==> config.mk <==
export PLATFORM = sky130hd
export DESIGN_NAME = sram_oq_write_scheduler
export DESIGN_NICKNAME = d
export VERILOG_FILES = /design/src/rtl/sram_oq_write_scheduler.sv
export SDC_FILE = /design/constraint.sdc
export NUM_CORES = 1
export LEC_CHECK = 0
export CORE_MARGIN = 2
export CORE_UTILIZATION = 50
export CTS_CLUSTER_SIZE = 8
export DETAILED_ROUTE_END_ITERATION = 10
export MAX_ROUTING_LAYER = met4
export PLACE_DENSITY = 0.7
export RECOVER_POWER = 100
export SYNTH_ARGS = -nofsm -noshare
export SYNTH_HDL_FRONTEND = slang
export SYNTH_SLANG_ARGS = --single-unit
==> constraint.sdc <==
create_clock -name clk -period 4.2 [get_ports clk]
set_input_delay 0.63 -clock clk [delete_from_list [all_inputs] [get_ports clk]]
set_output_delay 0.63 -clock clk [all_outputs]
set_load 0.02 [all_outputs]
==> src/rtl/sram_oq_write_scheduler.sv <==
`default_nettype none
// +--------------------------------------------------------------------------+
// | sram_oq_write_scheduler                                                  |
// | Round-robin packet arbiter sharing one SRAM write port across queues.    |
// | Revision: 1.0                                                            |
// +--------------------------------------------------------------------------+
module sram_oq_write_scheduler #(
   parameter int NUM_QUEUES     = 5,
   parameter int QUEUE_ID_WIDTH = 3,
   parameter int MEM_ADDR_WIDTH = 19,
   parameter int MEM_NUM_WORDS  = 524288,
   parameter int QUEUE_SIZE     = MEM_NUM_WORDS / 5,
   parameter int MAX_PKT_WORDS  = 48
) (
   input  logic                      clk,
   input  logic                      reset,
   input  logic [NUM_QUEUES-1:0]     buf_empty,
   input  logic [NUM_QUEUES-1:0]     buf_last,
   output logic [NUM_QUEUES-1:0]     buf_rden,
   input  logic                      mem_ready,
   output logic                      wr_en,
   output logic [MEM_ADDR_WIDTH-1:0] wr_addr,
   output logic [QUEUE_ID_WIDTH-1:0] wr_queue,
   output logic                      wr_last,
   input  logic                      free_en,
   input  logic [QUEUE_ID_WIDTH-1:0] free_queue,
   output logic [NUM_QUEUES-1:0]     queue_full,
   output logic [NUM_QUEUES-1:0]     queue_empty,
   output logic                      free_err
);

   localparam logic [MEM_ADDR_WIDTH-1:0] TAIL_LAST = MEM_ADDR_WIDTH'(QUEUE_SIZE - 1);
   localparam logic [MEM_ADDR_WIDTH-1:0] TAIL_ONE  = MEM_ADDR_WIDTH'(1);
   localparam logic [MEM_ADDR_WIDTH:0]   OCC_ONE   = (MEM_ADDR_WIDTH + 1)'(1);
   localparam logic [MEM_ADDR_WIDTH:0]   FULL_THR  = (MEM_ADDR_WIDTH + 1)'(QUEUE_SIZE - MAX_PKT_WORDS);

   typedef enum logic [0:0] {IDLE = 1'b0, XFER = 1'b1} state_t;

   state_t                    state, state_nx;
   logic [QUEUE_ID_WIDTH-1:0] grant, grant_nx;
   logic [QUEUE_ID_WIDTH-1:0] last_grant, last_grant_nx;
   logic [QUEUE_ID_WIDTH-1:0] cand;
   logic [MEM_ADDR_WIDTH-1:0] tail [NUM_QUEUES];
   logic [MEM_ADDR_WIDTH-1:0] base [NUM_QUEUES];
   logic [MEM_ADDR_WIDTH:0]   occ [NUM_QUEUES];
   logic [MEM_ADDR_WIDTH:0]   occ_nx [NUM_QUEUES];
   logic [MEM_ADDR_WIDTH-1:0] sel_base, sel_tail;
   logic [NUM_QUEUES-1:0]     elig;
   logic                      xfer, found, any_free, free_err_nx;
   int                        idx;

   // Region bases are constants, so the address path is a mux plus one adder.
   genvar gq;
   generate
      for (gq = 0; gq < NUM_QUEUES; gq++) begin : g_base
         assign base[gq] = MEM_ADDR_WIDTH'(gq * QUEUE_SIZE);
      end
   endgenerate

   assign elig = ~buf_empty & ~queue_full;

   always_comb begin
      sel_base = '0;
      sel_tail = '0;
      for (int q = 0; q < NUM_QUEUES; q++) begin
         if (grant == QUEUE_ID_WIDTH'(q)) begin
            sel_base = base[q];
            sel_tail = tail[q];
         end
      end
   end

   always_comb begin
      state_nx      = state;
      grant_nx      = grant;
      last_grant_nx = last_grant;
      xfer          = 1'b0;
      buf_rden      = '0;
      wr_en         = 1'b0;
      wr_addr       = '0;
      wr_queue      = '0;
      wr_last       = 1'b0;
      found         = 1'b0;
      idx           = 0;
      cand          = '0;
      case (state)
         IDLE: begin
            for (int i = 1; i <= NUM_QUEUES; i++) begin
               idx = int'(last_grant) + i;
               if (idx >= NUM_QUEUES) idx = idx - NUM_QUEUES;
               cand = QUEUE_ID_WIDTH'(idx);
               if (!found && elig[cand]) begin
                  found    = 1'b1;
                  grant_nx = cand;
                  state_nx = XFER;
               end
            end
         end
         XFER: begin
            if (!buf_empty[grant] && mem_ready) begin
               xfer            = 1'b1;
               buf_rden[grant] = 1'b1;
               wr_en           = 1'b1;
               wr_addr         = sel_base + sel_tail;
               wr_queue        = grant;
               wr_last         = buf_last[grant];
               if (buf_last[grant]) begin
                  state_nx      = IDLE;
                  last_grant_nx = grant;
               end
            end
         end
         default: state_nx = IDLE;
      endcase
   end

   // A write and a valid free to the same queue cancel out.
   always_comb begin
      any_free = 1'b0;
      for (int q = 0; q < NUM_QUEUES; q++) begin
         logic inc, dec;
         inc = xfer && (grant == QUEUE_ID_WIDTH'(q));
         dec = free_en && (free_queue == QUEUE_ID_WIDTH'(q)) && (occ[q] != '0);
         any_free = any_free | dec;
         occ_nx[q] = occ[q];
         if (inc && !dec) occ_nx[q] = occ[q] + OCC_ONE;
         else if (dec && !inc) occ_nx[q] = occ[q] - OCC_ONE;
      end
      free_err_nx = free_en && !any_free;
   end

   always_ff @(posedge clk) begin
      if (reset) begin
         state       <= IDLE;
         grant       <= '0;
         last_grant  <= QUEUE_ID_WIDTH'(NUM_QUEUES - 1);
         queue_full  <= '0;
         queue_empty <= '1;
         free_err    <= 1'b0;
         for (int q = 0; q < NUM_QUEUES; q++) begin
            tail[q] <= '0;
            occ[q]  <= '0;
         end
      end else begin
         state      <= state_nx;
         grant      <= grant_nx;
         last_grant <= last_grant_nx;
         free_err   <= free_err_nx;
         for (int q = 0; q < NUM_QUEUES; q++) begin
            if (xfer && (grant == QUEUE_ID_WIDTH'(q)))
               tail[q] <= (tail[q] == TAIL_LAST) ? '0 : tail[q] + TAIL_ONE;
            occ[q]         <= occ_nx[q];
            queue_full[q]  <= occ_nx[q] > FULL_THR;
            queue_empty[q] <= occ_nx[q] == '0;
         end
      end
   end

endmodule
`default_nettype wire

After elaboration in Yosys (flattened, before gate mapping)
Memory sizes are Yosys's and may differ from the RTL's.
Cells that the tools add are included.
Cells by class
  $add $sub $neg: 26
  $lt $le $gt $ge: 17
  equal/unequal tests: 13
  multiplexer cells: 108
  bitwise gates (word level): 18
  reductions and logical operators: 63
Operators by type and width (number)
  19-bit two-way mux: 19
  20-bit two-way mux: 15
  20-bit by 1-bit adder with 20-bit output (second input constant): 5
  20-bit by 17-bit > comparator with 1-bit output (second input constant): 5
  20-bit zero test: 5
  20-bit nonzero test: 5
  20-bit by 1-bit subtractor with 20-bit output (second input constant): 5
  19-bit by 1-bit adder with 19-bit output (second input constant): 5
  19-bit by 17-bit == test with 1-bit output (second input constant): 5
  3-bit two-way mux: 17
  1-bit two-way mux: 44
  1-bit logical AND: 32
  3-bit by 4-bit < comparator with 1-bit output (second input constant): 6
  1-bit binary-select mux with 3-bit select: 7
  4-bit by 3-bit >= comparator with 1-bit output (second input constant): 5
  19-bit adder: 1
  18-bit two-way mux: 1
  17-bit two-way mux: 1
  1-bit zero test: 16
  3-bit subtractor (second input constant): 5
  1-bit bitwise OR: 14
  3-bit by 2-bit == test with 1-bit output (second input constant): 4
  5-bit two-way mux: 2
  5-bit NOT: 2
  other kinds (14): 19
Storage, ports and cells
  register bits: 18
  RAM bits: 195
  bits of input ports: 17
  output and inout bits: 40
  word-level logic and storage cells: 253
  memories kept: 2
Memory list
  occ: words 5, bits a word 20, read ports 5, clocked after Yosys merged registers in 0, write ports 5, RTL line 45  | logic [MEM_ADDR_WIDTH:0] occ [NUM_QUEUES];
  tail: words 5, bits a word 19, read ports 5, clocked after Yosys merged registers in 0, write ports 5, RTL line 43  | logic [MEM_ADDR_WIDTH-1:0] tail [NUM_QUEUES];

Longest topological paths before layout
Gate-level depths: netlist of run 1.
  word-level depth: 24
  mapped depth: 17
  mapped depth without buffers: 14

Least setup slack after synthesis of run 1
OpenSTA, ideal clock, no wires.
  path type: reg2out
  from: register grant[0]
  to: output wr_addr[11]
  arrival time: 4.085 ns
  required time: 3.570 ns
  path slack: -0.515 ns
  stages on the path, launching flop included: 17
  path buffers: 4
  path through: dfxtp_1 clkbuf_1 clkbuf_1 nor2b_1 clkbuf_1 clkbuf_1 a21oi_1 o22ai_1 ha_1 a211o_1 a31oi_1 o21ai_0 a21oi_1 o21ai_0 o21ai_0 a21boi_0 a211oi_1
Between the ends
  longest elaborated chain between the ends: 9
  elaborated cells on any way between the ends: 21
Ends and longest elaborated chain
  from (decl): RTL line 40  | logic [QUEUE_ID_WIDTH-1:0] grant, grant_nx;
  from (signal assigned): RTL line 146  | grant <= grant_nx;
  3-bit zero test: RTL line 66  | if (grant == QUEUE_ID_WIDTH'(q)) begin
  19-bit two-way mux (5 in a row): RTL line 66
  19-bit adder: RTL line 104  | wr_addr = sel_base + sel_tail;
  19-bit two-way mux *: RTL line 100  | if (!buf_empty[grant] && mem_ready) begin
  19-bit two-way mux *: RTL line 86  | case (state)
  to (decl): RTL line 22  | output logic [MEM_ADDR_WIDTH-1:0] wr_addr,
Every way passes the cells marked *; elsewhere a longest branch is shown, timed or not. The select of a mux whose other input is x is not followed.

Worst setup path after layout of run 1
  from: register grant[2]
  to: output wr_queue[2]
Between the ends
  longest elaborated chain between the ends: 6
Ends and longest elaborated chain
  1-bit binary-select mux with 3-bit select: RTL line 100
  1-bit two-way mux (not written as such): RTL line 100
  1-bit zero test: RTL line 100
  1-bit logical AND: RTL line 100
  3-bit two-way mux *: RTL line 100
  3-bit two-way mux *: RTL line 86
  to (decl): RTL line 23  | output logic [QUEUE_ID_WIDTH-1:0] wr_queue,
Marked as above.

==> key figures, run 1 <==
Outcome
  – Status: finished, final reports clean

Worst setup path
  – Crit-path max cell delay: 0.61 ns
  – Kind of start point of the critical path: flop
  – Master of the slowest instance on the critical path: sky130_fd_sc_hd__clkdlybuf4s50_1
  – Required time of the worst setup path: ~3.6 ns
  – Series of cell instances along the critical path: buf_4, nor2b_4, buf_8, buf_4, clkbuf_1, nor2b_1, or3_1, a221o_2, buf_4, nor2_1, clkdlybuf4s50_1
  – Most frequent CP cell: sky130_fd_sc_hd__buf_4
  – Buffers & Inverters on Critical Path: 6
  – Worst-path fanout max: 16
  – Worst endpoint data arrival time: about 3.6 ns
  – Crit path max-delay family: buffers and inverters
  – Worst setup path class: reg -> out
  – Type of destination of the critical path: output pin

Final layout
  – Share of layout cells above drive strength 1: 11.1%
  – Filler Cells Inserted: about 2800
  – P&R area growth vs syn: 16.6%
  – Layout Cell Area excl Fill: 0.0183 mm2
  – Final Instance Count excl. Fillers: ~2400
  – Net count reported at finish: 2100
  – Diode insertion count for antenna repair: 0

Place
  – Routability Congestion: between 1 and 1.5
  – Placed insts: roughly 2400
  – Sum of net half-perimeters after detailed placement: about 34000 um
  – Dpl cell area: between 0.015 and 0.02 mm2
  – Number of buffer cells added on primary ports: 56
  – Worst slack after detailed placement: -0.192 ns

STA
  – Setup violations, final: 0
  – Pins Over Slew Limit: 0
  – Post-layout min period: between 4 and 5 ns
  – Achievable frequency: 238 MHz
  – Slew of the pin with the lowest slew margin: 1.13 ns
  – RSZ-0062 raised after global routing: yes
  – Final clock period utilization by the worst path: 99.9%
  – Worst Hold Slack: a little over 0.5 ns
  – Post-Route Skew: around 0.014 ns
  – Hold Violations, Final: 0
  – Worst slew slack as a fraction of its limit: between 20% and 30%
  – Slack of the critical path: 0.00435 ns

GRT
  – Pin count of the biggest net entering global routing: about 60
  – Total global routing overflow: 0
  – Tot GR Track Use: 28.1%
  – Wire length of the first global-routing pass: 73800 um
  – Antenna violations before repair: 0
  – Vias in the first global route: 14400

Clocking
  – Hold-fix buffer count after cts: 0
  – Htree depth: 1
  – Clock tree from TritonCTS: done
  – Number of sinks handled by clock tree synthesis: roughly 210
  – Clock transition at the registers of the reported paths: around 0.050 ns
  – Buffer cell driving the clock tree root: sky130_fd_sc_hd__clkbuf_16
  – Number of CTS-inserted buffers: 30
  – Maximum clock insertion buffer count: 3
  – Clock latency at the later pin of the worst-skew pair: between 0.5 and 0.6 ns

Yosys
  – Register area share after synthesis: between 30 and 40%
  – Total standard cell area after synthesis: about 0.016 mm2
  – Ys async rst share: 0%
  – Synthesized Nets: about 2000
  – Biggest area contributors in the synthesized netlist: sky130_fd_sc_hd__edfxtp_1 (18%), sky130_fd_sc_hd__dfxtp_1 (15%), sky130_fd_sc_hd__nor2_1 (7.3%), sky130_fd_sc_hd__xnor2_1 (5.5%), sky130_fd_sc_hd__xor2_1 (5.3%)
  – Area share of the largest cell type after synthesis: a little under a fifth
  – Main flop type after synthesis: sky130_fd_sc_hd__dfxtp_1
  – Yosys warnings: 0
  – Number of enable flip-flop cells after synthesis: between 90 and 100
  – Unique cell type count in the Yosys netlist: a little under 90
  – Mapped Cells: ~1900
  – Synthesized area divided by synthesized cell count: between 8 and 9 um2
  – Yosys reg bits: about 210
  – Cell type with the highest aggregate area in the netlist: sky130_fd_sc_hd__edfxtp_1

Power and ir drop
  – Post-layout power: just under 8 mW
  – Pwr/cell area: ~430 mW/mm2
  – Leak Pwr: 6.99 nW
  – Peak supply drop: 366 uV

Flow run
  – Count of maximum capacitance violations: 0

Floorplan
  – Core ar.: between 0.03 and 0.04 mm2
  – Width of the die: 181 um
  – Die height: 181 um
  – I/O pin total: 57
  – Initial Util: approximately half
  – Area of the die: ~0.033 mm2
  – Std cell rows: between 60 and 70

Detailed routing
  – Number of vias in the routed layout: ~15000
  – DRC violation count after routing: 0
  – Vias per inst: 6.04
  – Final Routed Wirelength: 45400 um
  – Detailed Routing Iterations Pass 1: 7
  – Routed length per instance: approximately 19 um
  – Remaining antenna violation count: 0
  – First-iteration detailed-routing DRC count: approximately 1100

Hold path
  – Min-delay worst type: in -> reg
[synthesized netlist by cell type, types with 16 or more instances]
master and instances:
sky130_fd_sc_hd__xor2_1 94, sky130_fd_sc_hd__nor4b_1 16, sky130_fd_sc_hd__mux2i_1 57, sky130_fd_sc_hd__a21oi_1 66
sky130_fd_sc_hd__nor4_1 35, sky130_fd_sc_hd__and3_1 41, sky130_fd_sc_hd__inv_1 64, sky130_fd_sc_hd__or3_1 32
sky130_fd_sc_hd__or2_2 18, sky130_fd_sc_hd__clkbuf_1 73, sky130_fd_sc_hd__o21ai_0 37, sky130_fd_sc_hd__nor3_1 77
sky130_fd_sc_hd__and2_1 42, sky130_fd_sc_hd__nand3_1 87, sky130_fd_sc_hd__nand4_1 49, sky130_fd_sc_hd__edfxtp_1 95
sky130_fd_sc_hd__dfxtp_1 118, sky130_fd_sc_hd__a31oi_1 31, sky130_fd_sc_hd__ha_1 48, sky130_fd_sc_hd__nand2_1 114
sky130_fd_sc_hd__o22ai_1 26, sky130_fd_sc_hd__xnor2_1 99, sky130_fd_sc_hd__nor2_1 304
[cell families after synthesis]
group / synth area share (%)
fa+ha+maj: 4.47
flops: 33.3
simple gates: 29.8
xor+xnor: 10.8
mux: 4.36
buf+inv: 3.80
compound gates: 13.5
[layout make-up]
| cell class | instances | area [um2] | share of cell area (%) |
|---|---|---|---|
| sequential | 213 | 5220 | 28.6 |
| timing repair buffer | 191 | 1440 | 7.89 |
| clock buffer | 47 | 836 | 4.57 |
| inverter | 67 | 251 | 1.38 |
| tap | 396 | 495 | 2.71 |
| multi-input combinational | 1530 | 10000 | 54.9 |
[per-layer routing]
metal / vias up / part of all wire (%) / global-route usage (%)
met1: 6999 / 43 / 35.3
met2: 476 / 47 / 47.0
met4: 0 / 3.4 / 9.66
met5: - / 0 / -
met3: 102 / 6.0 / 3.55
li1: 7191 / - / -
[layout by cell type (no fill, tap or decap), types with 16 or more instances in the layout]
master and instances:
sky130_fd_sc_hd__nor3_1 76, sky130_fd_sc_hd__nand2_1 113, sky130_fd_sc_hd__nor2_1 302, sky130_fd_sc_hd__and3_1 41, sky130_fd_sc_hd__xor2_1 93, sky130_fd_sc_hd__nor4b_1 16
sky130_fd_sc_hd__edfxtp_1 95, sky130_fd_sc_hd__clkbuf_16 31, sky130_fd_sc_hd__o21ai_0 32, sky130_fd_sc_hd__nor4_1 35, sky130_fd_sc_hd__and2_1 24, sky130_fd_sc_hd__or3_1 32
sky130_fd_sc_hd__o22ai_1 24, sky130_fd_sc_hd__xnor2_1 98, sky130_fd_sc_hd__inv_1 64, sky130_fd_sc_hd__and2_0 18, sky130_fd_sc_hd__dfxtp_1 116, sky130_fd_sc_hd__buf_4 107
sky130_fd_sc_hd__nand4_1 49, sky130_fd_sc_hd__a21oi_1 56, sky130_fd_sc_hd__nand3_1 86, sky130_fd_sc_hd__clkbuf_1 47, sky130_fd_sc_hd__ha_1 46, sky130_fd_sc_hd__mux2i_1 56
sky130_fd_sc_hd__a31oi_1 29, sky130_fd_sc_hd__or2_2 18, sky130_fd_sc_hd__clkdlybuf4s50_1 19, sky130_fd_sc_hd__dlygate4sd3_1 17
[flip-flops by register name, summed over array words and instances, names as in the netlist]
| signal | flops |
|---|---|
| last_grant | 3 |
| occ | 100 |
| queue_full | 5 |
| tail | 95 |
| state | 1 |
| queue_empty | 5 |
| grant | 3 |
| free_err | 1 |
[power breakdown]
part           internal, mW  switching, mW
Combinational          1.36           1.75
Clock                  1.33          0.872
Sequential             2.36          0.255
[worst paths after layout]
check / start / endpoint / slack, ns / depth (start not counted)
worst max register to register: occ[0][54] / queue_full[2] / 0.42 / 10
worst min-delay path: reset / occ[0][57] / 0.51 / 2
worst min register to register: occ[0][37] / occ[0][37] / 0.56 / 2
worst max-delay path: grant[2] / wr_queue[2] / 0.004 / 11
[through the flow]
stage | TNS [ns] | utilization, %
6_report | 0 | 59.4
5_1_grt | -1.31 | 59.4
4_1_cts | -0.0530 | 59.5
3_5_place_dp | -0.561 | 56.4
3_3_place_gp | -0.202 | 56.4
2_1_floorplan | -0.00397 | -
[timing repair]
item                       in CTS  in global routing
gates resized for setup        64                 40
setup endpoints to repair      18                 18
buffers inserted                3                  9
gates cloned                    0                  0
pin swaps                      14                 17
(Power assumes the default switching activity.)
==> inputs of run 2 (changes only) <==
--- a/config.mk
+++ b/config.mk
@@ -7,11 +7,13 @@
 export LEC_CHECK = 0
 export CORE_MARGIN = 2
 export CORE_UTILIZATION = 50
-export CTS_CLUSTER_SIZE = 8
+export CTS_CLUSTER_DIAMETER = 60
+export CTS_CLUSTER_SIZE = 12
 export DETAILED_ROUTE_END_ITERATION = 10
 export MAX_ROUTING_LAYER = met4
 export PLACE_DENSITY = 0.7
 export RECOVER_POWER = 100
+export SKIP_CTS_REPAIR_TIMING = 1
 export SYNTH_ARGS = -nofsm -noshare
 export SYNTH_HDL_FRONTEND = slang
 export SYNTH_SLANG_ARGS = --single-unit
==> run 2 against run 1 <==
Against the previous run:
- the flow now finishes with violations (negative setup slack)
- die area unchanged
- final area increased by 0.68%
- clock-buffer cell count shrank 13
- combinational power about the same
- clock power barely moved
- critical path depth is 4 higher
- first-iteration DRC count down 1.7%
- global-route usage fell by 0.15 points
- sequential share of layout area is 0.19 points lower
- critical path type unchanged
- critical endpoint is now wr_addr[12]
==> key figures, run 2 (same netlist as run 1, synthesis figures left out) <==
Floorplan
  – Area of the die: 0.0328 mm2 (unchanged)
  – Die height: 181 um (unchanged)
  – I/O pin total: 57 (unchanged)
  – Initial Util: 51.0% (unchanged)
  – Width of the die: 181 um (unchanged)
  – Std cell rows: 64 (unchanged)
  – Core ar.: 0.0307 mm2 (unchanged)

Final layout
  – P&R area growth vs syn: 17.4% (was 16.6%)
  – Number of flip-flops under the largest register name: 100 (unchanged)
  – Final Instance Count excl. Fillers: 2438 (was 2444)
  – Reg with most FFs: occ (unchanged)
  – Leading cell type in the layout, fill and taps excluded: sky130_fd_sc_hd__nor2_1 (unchanged)
  – Share of layout cells above drive strength 1: 12.1% (was 11.1%)
  – Diode insertion count for antenna repair: 0 (unchanged)
  – Filler Cells Inserted: 2804 (was 2806)
  – Top library cells by usage in the layout, fill and taps aside: sky130_fd_sc_hd__nor2_1 (302), sky130_fd_sc_hd__dfxtp_1 (116), sky130_fd_sc_hd__buf_4 (116) (was sky130_fd_sc_hd__nor2_1 (302), sky130_fd_sc_hd__dfxtp_1 (116), sky130_fd_sc_hd__nand2_1 (113))
  – Net count reported at finish: 2093 (was 2100)
  – Leading registers by flop count: occ (100), tail (95) (unchanged)

Clocking
  – Number of sinks handled by clock tree synthesis: 213 (unchanged)
  – Clock tree from TritonCTS: done (unchanged)
  – Clock latency at the later pin of the worst-skew pair: 0.54 ns (was 0.55 ns)
  – Number of CTS-inserted buffers: 26 (was 30)
  – Htree depth: 1 (unchanged)
  – Clock transition at the registers of the reported paths: 0.07 ns (was 0.05 ns)
  – Buffer cell driving the clock tree root: sky130_fd_sc_hd__clkbuf_16 (unchanged)
  – Maximum clock insertion buffer count: 3 (unchanged)

Worst setup path
  – Worst setup path class: reg -> out (unchanged)
  – Worst-path fanout max: 3 (was 16)
  – Required time of the worst setup path: 3.57 ns (about the same)
  – Worst endpoint data arrival time: 3.63 ns (was 3.57 ns)
  – Type of destination of the critical path: output pin (unchanged)
  – Kind of start point of the critical path: flop (unchanged)

Detailed routing
  – Final Routed Wirelength: 45400 um (about the same)
  – Detailed Routing Iterations Pass 1: 7 (unchanged)
  – Vias per inst: 6.08 (was 6.04)
  – DRC violation count after routing: 0 (unchanged)
  – Number of vias in the routed layout: 14800 (about the same)
  – First-iteration detailed-routing DRC count: 1034 (was 1052)
  – Routed length per instance: 18.6 um (about the same)
  – Remaining antenna violation count: 0 (unchanged)

Place
  – Number of buffer cells added on primary ports: 56 (unchanged)
  – Routability Congestion: 1.00 (unchanged)
  – Sum of net half-perimeters after detailed placement: 34400 um (unchanged)
  – Placed insts: 2385 (unchanged)
  – Worst slack after detailed placement: -0.192 ns (unchanged)

STA
  – Setup violations, final: 1 (was 0)
  – Achievable frequency: 235 MHz (was 238 MHz)
  – Slack of the critical path: -0.0630 ns (was 0.00435 ns)
  – Slew of the pin with the lowest slew margin: 1.12 ns (was 1.13 ns)
  – Worst Hold Slack: 0.512 ns (was 0.508 ns)
  – Final clock period utilization by the worst path: 101% (was 99.9%)
  – RSZ-0062 raised after global routing: yes (unchanged)
  – Hold Violations, Final: 0 (unchanged)
  – Post-Route Skew: 0.0153 ns (was 0.0144 ns)
  – Worst slew slack as a fraction of its limit: 25.4% (was 23.4%)
  – Pins Over Slew Limit: 0 (unchanged)
  – Post-layout min period: 4.26 ns (was 4.20 ns)
  – Sum Neg Setup Slack: -0.0630 ns (was 0 ns)

Outcome
  – Status: complete, but fails checks (was finished, final reports clean)
  – Violated checks: negative setup slack

GRT
  – Antenna violations before repair: 0 (unchanged)
  – Total global routing overflow: 0 (unchanged)
  – Vias in the first global route: 14300 (was 14400)
  – Tot GR Track Use: 28.0% (was 28.1%)
  – Pin count of the biggest net entering global routing: 59 (unchanged)
  – Wire length of the first global-routing pass: 73600 um (was 73800 um)

Power and ir drop
  – Post-layout power: 7.97 mW (was 7.94 mW)
  – Peak supply drop: 346 uV (was 366 uV)
  – Pwr/cell area: 433 mW/mm2 (was 434 mW/mm2)
  – Leak Pwr: 7.19 nW (was 6.99 nW)

Hold path
  – Min-delay worst type: in -> reg (unchanged)

Flow run
  – Count of maximum capacitance violations: 0 (unchanged)
## run 2: cell count changes in the layout (fill, tap and decap cells not counted), moves of 6 or more
cell and change:
sky130_fd_sc_hd__dlymetal6s2s_1 +9, sky130_fd_sc_hd__clkbuf_1 -31, sky130_fd_sc_hd__clkdlybuf4s50_1 +6, sky130_fd_sc_hd__buf_4 +9, sky130_fd_sc_hd__and2_1 +12, sky130_fd_sc_hd__and2_0 -12
## run 2: power by group
| group | internal, mW | switching, mW | leakage, nW |
|---|---|---|---|
| clock network | 1.30 | 0.919 | 0.410 |
| logic | 1.38 | 1.75 | 4.84 |
| registers | 2.36 | 0.254 | 1.94 |
## run 2: routing by layer
layer	part of all wire, %	track usage (%)	vias to the layer above	wire length [um]
met5	0	-	-	0
met4	3.5	9.56	0	1590
met3	5.7	3.41	99	2570
met2	47	46.5	496	21500
met1	44	35.4	7047	19700
li1	-	-	7180	-
## run 2: path summary, 6_finish.rpt
kind	startpoint	slack, ns	to	depth (start not counted)
worst min-delay path	reset	0.51	occ[0][57]	2
worst max-delay path	tail[0][76]	-0.06	wr_addr[12]	15
worst max register to register	grant[2]	0.15	tail[0][37]	11
worst min register to register	occ[0][77]	0.56	occ[0][77]	2
## run 2: area by class of cell
cell class | instances | area (um2) | area share (%)
inverter | 67 | 251 | 1.37
multi-input combinational | 1530 | 10000 | 54.6
clock inverter | 10 | 111 | 0.605
tap | 396 | 495 | 2.69
sequential | 213 | 5220 | 28.4
clock buffer | 34 | 733 | 3.98
timing repair buffer | 188 | 1550 | 8.40
## run 2: critical path: stages (launching register included)
cell	delay, ns
sky130_fd_sc_hd__edfxtp_1	0.42
sky130_fd_sc_hd__mux2i_1	0.15
sky130_fd_sc_hd__nor2_1	0.06
sky130_fd_sc_hd__a21oi_1	0.16
sky130_fd_sc_hd__o22ai_1	0.12
sky130_fd_sc_hd__ha_2	0.21
sky130_fd_sc_hd__fa_2	0.36
sky130_fd_sc_hd__o211ai_1	0.24
sky130_fd_sc_hd__nand4_1	0.17
sky130_fd_sc_hd__a31o_2	0.24
sky130_fd_sc_hd__a21o_1	0.18
sky130_fd_sc_hd__a21o_1	0.19
sky130_fd_sc_hd__a21oi_2	0.19
sky130_fd_sc_hd__xor2_2	0.20
sky130_fd_sc_hd__nor2_2	0.06
sky130_fd_sc_hd__buf_6	0.13
## run 2: per-stage QoR
stage	instance area, um2	utilization (%)
after detailed placement	17400	56.4
final	18400	59.8
after global routing	18400	59.8
after floorplan	15700	-
after global placement	17400	56.4
after CTS	18200	59.2
